[config.mk]
export PLATFORM = sky130hd
export DESIGN_NAME = bids_mc_flat
export DESIGN_NICKNAME = d
export VERILOG_FILES = /design/src/rtl/bids_mc_if.sv /design/src/rtl/bids_mc.sv /design/src/flat_wrapper.sv
export SDC_FILE = /design/constraint.sdc
export NUM_CORES = 1
export LEC_CHECK = 0
export ABC_CLOCK_PERIOD_IN_PS = 10800
export BUFFER_PORTS_ARGS = -buffer_cell sky130_fd_sc_hd__buf_2
export CAP_MARGIN = 20
export CORE_MARGIN = 2
export CORE_UTILIZATION = 50
export DETAILED_ROUTE_END_ITERATION = 10
export PLACE_DENSITY = 0.71
export SYNTH_ARGS = -nofsm -noshare
export SYNTH_HDL_FRONTEND = slang
export SYNTH_SLANG_ARGS = --single-unit
[constraint.sdc]
create_clock -name clk -period 10.8 [get_ports clk]
set_input_delay 1.08 -clock clk [delete_from_list [all_inputs] [get_ports clk]]
set_output_delay 1.08 -clock clk [all_outputs]
set_load 0.1 [all_outputs]
[src/rtl/bids_mc_if.sv]
// bids_mc_if: auction bus (start/round_len/reserve, credit load, per-bidder bids in; ack/err, busy/done, result out)
interface bids_mc_if #(parameter int NBID = 4, parameter int VW = 16, parameter int TW = 16);
  logic                    start;
  logic [TW-1:0]           round_len;
  logic [VW-1:0]           reserve;
  logic [NBID-1:0]         credit_ld;
  logic [NBID*VW-1:0]      credit_val;
  logic [NBID-1:0]         bid_valid;
  logic [NBID*VW-1:0]      bid_amt;
  logic [NBID-1:0]         bid_ack;
  logic [NBID-1:0]         bid_err;
  logic                    busy;
  logic                    done;
  logic                    win_valid;
  logic [$clog2(NBID)-1:0] winner_id;
  logic [VW-1:0]           win_price;
  modport master (
    output start, round_len, reserve, credit_ld, credit_val, bid_valid, bid_amt,
    input  bid_ack, bid_err, busy, done, win_valid, winner_id, win_price
  );
  modport slave (
    input  start, round_len, reserve, credit_ld, credit_val, bid_valid, bid_amt,
    output bid_ack, bid_err, busy, done, win_valid, winner_id, win_price
  );
endinterface

[src/rtl/bids_mc.sv]
// bids_mc: timed sealed-credit auction over NBID bidders; clk, async reset, bids_mc_if.slave bus carries control, bids and results
module bids_mc #(
  parameter int NBID = 4,
  parameter int VW   = 16,
  parameter int TW   = 16
) (
  input logic      clk,
  input logic      reset,
  bids_mc_if.slave bus
);
  localparam int IW = $clog2(NBID);
  typedef enum logic [1:0] {IDLE, ROUND, RESOLVE} state_t;
  state_t          state;
  logic [TW-1:0]   timer;
  logic [VW-1:0]   credit [NBID];
  logic [VW-1:0]   high;
  logic [VW-1:0]   reserve_r;
  logic            leader_v;
  logic [IW-1:0]   leader;
  logic            best_v;
  logic [IW-1:0]   best_i;
  logic [VW-1:0]   best_a;
  logic [NBID-1:0] ack_nxt;
  always_comb begin
    best_v = 1'b0;
    best_i = '0;
    best_a = '0;
    for (int i = 0; i < NBID; i++) begin
      if (state == ROUND && bus.bid_valid[i] &&
          bus.bid_amt[i*VW +: VW] >= reserve_r &&
          bus.bid_amt[i*VW +: VW] > high &&
          bus.bid_amt[i*VW +: VW] <= credit[i] &&
          (!best_v || bus.bid_amt[i*VW +: VW] > best_a)) begin
        best_v = 1'b1;
        best_i = IW'(i);
        best_a = bus.bid_amt[i*VW +: VW];
      end
    end
    ack_nxt = best_v ? NBID'(1) << best_i : '0;
  end
  always_ff @(posedge clk or posedge reset) begin
    if (reset) begin
      state         <= IDLE;
      timer         <= '0;
      high          <= '0;
      reserve_r     <= '0;
      leader_v      <= 1'b0;
      leader        <= '0;
      bus.bid_ack   <= '0;
      bus.bid_err   <= '0;
      bus.busy      <= 1'b0;
      bus.done      <= 1'b0;
      bus.win_valid <= 1'b0;
      bus.winner_id <= '0;
      bus.win_price <= '0;
      for (int i = 0; i < NBID; i++) credit[i] <= '0;
    end else begin
      bus.bid_ack <= ack_nxt;
      bus.bid_err <= bus.bid_valid & ~ack_nxt;
      if (best_v) begin
        high     <= best_a;
        leader   <= best_i;
        leader_v <= 1'b1;
      end
      case (state)
        IDLE: begin
          for (int i = 0; i < NBID; i++)
            if (bus.credit_ld[i]) credit[i] <= bus.credit_val[i*VW +: VW];
          if (bus.start) begin
            state         <= ROUND;
            bus.busy      <= 1'b1;
            timer         <= (bus.round_len == '0) ? TW'(1) : bus.round_len;
            reserve_r     <= bus.reserve;
            high          <= '0;
            leader_v      <= 1'b0;
            bus.win_valid <= 1'b0;
          end
        end
        ROUND: begin
          timer <= timer - TW'(1);
          if (timer == TW'(1)) begin
            state    <= RESOLVE;
            bus.done <= 1'b1;
          end
        end
        RESOLVE: begin
          state         <= IDLE;
          bus.busy      <= 1'b0;
          bus.done      <= 1'b0;
          bus.win_valid <= leader_v;
          if (leader_v) begin
            bus.winner_id  <= leader;
            bus.win_price  <= high;
            credit[leader] <= credit[leader] - high;
          end
        end
        default: state <= IDLE;
      endcase
    end
  end
endmodule

[src/flat_wrapper.sv]
// flat-port wrapper written by rule: the top's interface ports become plain ports
module bids_mc_flat 
#(
  parameter int NBID = 4,
  parameter int VW   = 16,
  parameter int TW   = 16
)
  (clk, reset, bus_start, bus_round_len, bus_reserve, bus_credit_ld, bus_credit_val, bus_bid_valid, bus_bid_amt, bus_bid_ack, bus_bid_err, bus_busy, bus_done, bus_win_valid, bus_winner_id, bus_win_price);
  bids_mc_if #(.NBID(NBID), .VW(VW), .TW(TW)) bus_i ();
  input logic clk;
  input logic reset;
  input wire logic [$bits(bus_i.start)-1:0] bus_start;
  input wire logic [$bits(bus_i.round_len)-1:0] bus_round_len;
  input wire logic [$bits(bus_i.reserve)-1:0] bus_reserve;
  input wire logic [$bits(bus_i.credit_ld)-1:0] bus_credit_ld;
  input wire logic [$bits(bus_i.credit_val)-1:0] bus_credit_val;
  input wire logic [$bits(bus_i.bid_valid)-1:0] bus_bid_valid;
  input wire logic [$bits(bus_i.bid_amt)-1:0] bus_bid_amt;
  output wire logic [$bits(bus_i.bid_ack)-1:0] bus_bid_ack;
  output wire logic [$bits(bus_i.bid_err)-1:0] bus_bid_err;
  output wire logic [$bits(bus_i.busy)-1:0] bus_busy;
  output wire logic [$bits(bus_i.done)-1:0] bus_done;
  output wire logic [$bits(bus_i.win_valid)-1:0] bus_win_valid;
  output wire logic [$bits(bus_i.winner_id)-1:0] bus_winner_id;
  output wire logic [$bits(bus_i.win_price)-1:0] bus_win_price;
  assign bus_i.start = bus_start;
  assign bus_i.round_len = bus_round_len;
  assign bus_i.reserve = bus_reserve;
  assign bus_i.credit_ld = bus_credit_ld;
  assign bus_i.credit_val = bus_credit_val;
  assign bus_i.bid_valid = bus_bid_valid;
  assign bus_i.bid_amt = bus_bid_amt;
  assign bus_bid_ack = bus_i.bid_ack;
  assign bus_bid_err = bus_i.bid_err;
  assign bus_busy = bus_i.busy;
  assign bus_done = bus_i.done;
  assign bus_win_valid = bus_i.win_valid;
  assign bus_winner_id = bus_i.winner_id;
  assign bus_win_price = bus_i.win_price;
  bids_mc #(.NBID(NBID), .VW(VW), .TW(TW)) u_core (.clk(clk), .reset(reset), .bus(bus_i));
endmodule
# Yosys cells after proc, flatten, opt, wreduce, memory -nomap -nowiden
# Index checks and enable logic that the tools add are counted.
# op_classes
addsub	2
mul	0
div	0
order_cmp	17
n_eq_ne	10
shift	1
muxes	42
n_bitwise	3
n_reduce_logical	41
# op_table
op	count
16-bit two-way mux	16
64-bit case mux with 2 select lines	1
16-bit greater-than comparator	7
64-bit bitwise mux	1
16-bit greater-or-equal comparator	4
16-bit less-or-equal comparator	4
64-bit two-way mux	1
16-bit binary-select mux with 2-bit select	1
16-bit demux with 2-bit select	1
16-bit case mux with 2 select lines	1
1-bit logical AND	20
16-bit by 1-bit equality test with 1-bit output (second input constant)	1
16-bit logical NOT	1
16-bit by 1-bit subtractor with 16-bit output (second input constant)	1
16-bit subtractor	1
2-bit inequality test (second input constant)	6
2-bit AND reduction	6
3-bit AND reduction	4
1-bit two-way mux	11
2-bit two-way mux	4
1-bit case mux with 2 select lines	3
2-bit nonzero test	3
4-bit bitwise AND	1
4-bit two-way mux	1
12 further kinds	16
# totals
regBits	146
latch_bits	0
ram_bits	0
mem_bits_ro	0
in_bits	171
elab_cells	133
mem_count	0

# Depth between registers and ports, before layout
# logic_depth
depth_word	22
mapped_depth	42
ltp_nobuf	35

# Worst setup path after synthesis
# Ideal clock, no wire load.
# synth_timing
kind	in2reg
from	input bus_bid_amt[0]
to	register u_core.high[10]
setup_ns	0.136
t_arrival_ns	8.179
slack_ns	2.485
stages	40
n_path_buf	7
cell_sequence	inv_1 ha_1 nand2b_1 a2111oi_0 o31a_1 o311ai_1 o211a_4 buf_2 nand2_1 ha_1 nand3_1 nor4_1 a221o_1 a2bb2oi_1 o211ai_2 buf_6 buf_6 mux2i_1 [4 not listed] o2111ai_1 a31oi_1 o21a_1 buf_4 buf_2 o21ai_0 ha_1 a21o_1 a21o_1 a221oi_1 nand2_1 o41ai_1 a21oi_1 or2_1 buf_2 buf_2 a32oi_1 a21oi_1
# synth_between
elab_chain_len	20
# synth_lines
element	line_no	text
from (decl)	flat_wrapper.sv:18	input wire logic [$bits(bus_i.bid_amt)-1:0] bus_bid_amt;
16-bit greater-or-equal comparator	bids_mc.sv:30	bus.bid_amt[i*VW +: VW] >= reserve_r &&
1-bit logical AND	bids_mc.sv:29	if (state == ROUND && bus.bid_valid[i] &&
1-bit logical AND	bids_mc.sv:30	
1-bit logical AND	bids_mc.sv:31	bus.bid_amt[i*VW +: VW] > high &&
16-bit two-way mux / 1-bit two-way mux (equally long branches)	bids_mc.sv:29	
16-bit greater-than comparator / 1-bit logical NOT (equally long branches)	bids_mc.sv:33	(!best_v || bus.bid_amt[i*VW +: VW] > best_a)) begin
1-bit logical OR	bids_mc.sv:33	
1-bit logical AND	bids_mc.sv:32	bus.bid_amt[i*VW +: VW] <= credit[i] &&
[4 not listed]	-	
16-bit two-way mux / 1-bit two-way mux (equally long branches)	bids_mc.sv:29	
16-bit greater-than comparator / 1-bit logical NOT (equally long branches)	bids_mc.sv:33	
1-bit logical OR	bids_mc.sv:33	
1-bit logical AND	bids_mc.sv:32	
16-bit two-way mux / 1-bit two-way mux (equally long branches)	bids_mc.sv:29	
16-bit two-way mux (*)	bids_mc.sv:60	if (best_v) begin
16-bit two-way mux	bids_mc.sv:69	if (bus.start) begin
16-bit two-way mux (*)	bids_mc.sv:65	case (state)
to (signal assigned)	bids_mc.sv:61	high <= best_a;
to (decl)	bids_mc.sv:16	logic [VW-1:0] high;
# Mark *: on every way between the ends. The rest lies on a longest branch, timed or not.
# A chain may end at the register's enable or synchronous reset.

# Worst setup path after layout
# layout_timing
from	input bus_bid_amt[0]
to	register u_core.high[13]
# Same word-level chain as after synthesis.

==> summary.md <==
| Metric | Value |
|---|---|
| FF+latch count, synth | 146 |
| Layout cells sized above 1 | 16.2% |
| Clk_lat worst skew | 440 ps |
| CTS Root Cell | clkbuf_16 |
| Post-synth design cell area | 13700 sq um |
| Reg clk slew, reported paths | 80 ps |
| Grt met2 use | 53.8% |
| Global Route Usage Sum | 33.3% |
| Largest stage delay, worst path | 560 ps |
| Distinct cells, synth | 75 |
| Mapped Nets | 2019 |
| Number of DRC markers in iteration 0 | 1245 |
| Power Dens Cells | 87.0 nW/um^2 |
| YS warnings | 0 |
| Max_cap viols | 0 |
| Antenna violations before repair | 3 |
| Clock buffer depth | 2 |
| Crit path time final | 9950 ps |
| PostCTS Resize Cnt | 0 |
| Setup violators final | 0 |
| CP bufs+invs | 4 |
| RSZ-0062 raised after global routing | no |
| Top_reg_cell synth | dfrtp_1 |
| Routed len/inst | 22.6 um |
| CP endpoint kind | flop |
| Initial Util | 50.9% |
| Async SR Flop Fraction | 100% |
| P_leak | 0.00725 uW |
| # rows | 60 |
| Syn Area/Cell | 8.60 sq um |
| Outcome | complete, no violations |
| Area delta synth->final | 13.6% |
| Hold WC Path Type | flop to flop |
| Worst Path Class, Setup | input pin to flop |
| Cts bufs inserted | 17 |
| Number of flops mapped to enable cells by yosys | 0 |
| Die area | 28700 sq um |
| Nets@finish | 2186 |
| Hold violation count in the final report | 0 |
| CP top delay family | compound AO/OA/AOI/OAI gates |
| VDD IR max | 81.7 uV |
| Largest net degree at the start of global routing | 85 |
| First-pass GRT wire length | 72800 um |
| DRT antenna net count | 0 |
| Commonest non-fill, non-tap cell in the layout | ha_1 |
| Dpl hpwl | 37200 um |
| Pre-Repair DR Iteration Count | 7 |
| DRC Markers | 0 |
| Die Wd | 169 um |
| TritonCTS clock tree | done |
| Met3 usage | 5.29% |
| WP data arrival | 10250 ps |
| CP max FO | 22 |
| Setup TNS | 0 ps |
| Ports | 200 |
| CP max-delay cell | o211ai_2 |
| Crit path launch type | input pin |
| Vias | 13500 |
| Remaining Overflow, GRT | 0 |
| Critical Path RT | 11100 ps |
| Tot Pwr | 1350 uW |
| DRT Wirelength | 47700 um |
| DR vias/cell | 6.37 |
| Vias in the first global route | 12600 |
| Most used routing layer | met2 |
| Post-CTS Setup Inserts | 0 |
| Crit share post-route | 92.1% |
| Mapped Cells | 1590 |
| Core area | 26900 sq um |
| Met1 Use GR | 44.0% |
| Die Ht | 169 um |
| IO Port Bufs | 199 |
| Most frequent cells in the layout | ha_1 (257), buf_2 (199), inv_1 (159) |
| Sequential-to-total area share from yosys stat | 26.7% |
| Hold_buf cts | 0 |
| Layout Skew | 13.5 ps |
| Achievable Freq | 101 MHz |
| Worst slew pin tran | 1100 ps |
| Slew Limit Fails | 0 |
| H-tree depth | 4 |
| Sinks on the clock net | 146 |
| Worst slew margin | 26.4% |
| Final Wtd Congestion | 0.962 |
==> per-stage QoR <==
step	util [%]	hold slack [ps]	instances	instance area (sq um)	setup WS (ps)
after floorplan	-	465	1590	13700	2480
after global placement	55.5	459	2078	14900	1030
after detailed placement	55.5	465	2078	14900	757
after CTS	57.7	484	2110	15500	1060
after global routing	57.8	500	2111	15500	372
final	57.8	476	2114	15500	852
==> cell families after synthesis <==
| kind of cell | share of synthesized area (%) |
|---|---|
| compound gates | 24.0 |
| xor+xnor | 0.832 |
| fa+ha+maj | 23.7 |
| buf+inv | 6.70 |
| flops | 26.7 |
| mux | 4.06 |
| simple gates | 14.0 |
==> path summary, 6_finish.rpt <==
kind | slack [ps] | endpoint | start | depth (start not counted)
worst max-delay path | 850 | u_core.high[13] | bus_bid_amt[0] | 35
worst min-delay path | 480 | u_core.bus.win_price[8] | u_core.bus.win_price[8] | 2
worst max register to register | 1110 | u_core.high[13] | u_core.high[11] | 34
worst min register to register | 480 | u_core.bus.win_price[8] | u_core.bus.win_price[8] | 2
max in group asynchronous | 8640 | u_core.reserve_r[9] | reset | 3
min in group asynchronous | 780 | u_core.credit[2] | reset | 2
==> per-layer routing <==
metal,up-vias,part of all wire (%)
met2,667,46
met4,0,4.6
li1,6263,-
met3,136,7.6
met1,6392,42
met5,-,0
==> worst reg2reg max path, delay by kind of cell (launching register included) <==
kind            cells  cell delay, ps
fa+ha+maj           4            1290
buf+inv             3             600
mux                 1             320
simple gates        5            1400
compound gates     21            5590
flops               1             350
==> Yosys cell counts (15+ instances only) <==
library cell,n,area share [%]
ha_1,257,24
mux4_2,16,2.6
nor2_1,106,2.9
inv_1,160,4.4
mux2i_1,15,1.1
dfrtp_1,146,27
nand2_1,132,3.6
a21oi_1,154,5.6
nor3_1,19,0.70
nand4_1,35,1.6
clkbuf_1,40,1.1
o21ai_0,99,3.6
o221ai_1,17,1.1
a22oi_1,44,2.4
a32oi_1,17,1.1
a21o_1,19,1.0
o211ai_1,39,2.1
nand3_1,42,1.5
==> sequential cells by signal, indices dropped and copies added (netlist names) <==
name / flops
u_core.bus.done: 1
u_core.timer: 16
u_core.bus.winner_id: 2
u_core.reserve_r: 16
u_core.leader_v: 1
u_core.bus.win_valid: 1
u_core.leader: 2
u_core.high: 16
u_core.state: 2
u_core.bus.win_price: 16
u_core.bus.bid_err: 4
u_core.bus.bid_ack: 4
u_core.credit: 64
u_core.bus.busy: 1
==> power breakdown <==
part           internal [uW]  total, uW  switching [uW]
Combinational           75.5        198             123
Clock                    312        605             293
Sequential               547        547           0.230
==> area by class of cell <==
cell class | count | area (sq um)
Fill cell | 2518 | 11300
Multi-Input combinational cell | 1217 | 9130
Sequential cell | 146 | 3650
Timing Repair Buffer | 214 | 1130
Inverter | 161 | 609
Clock buffer | 18 | 439
Tap cell | 341 | 427
Clock inverter | 14 | 140
Antenna cell | 3 | 7.51
Note: power is estimated with default switching activity, not from simulation.
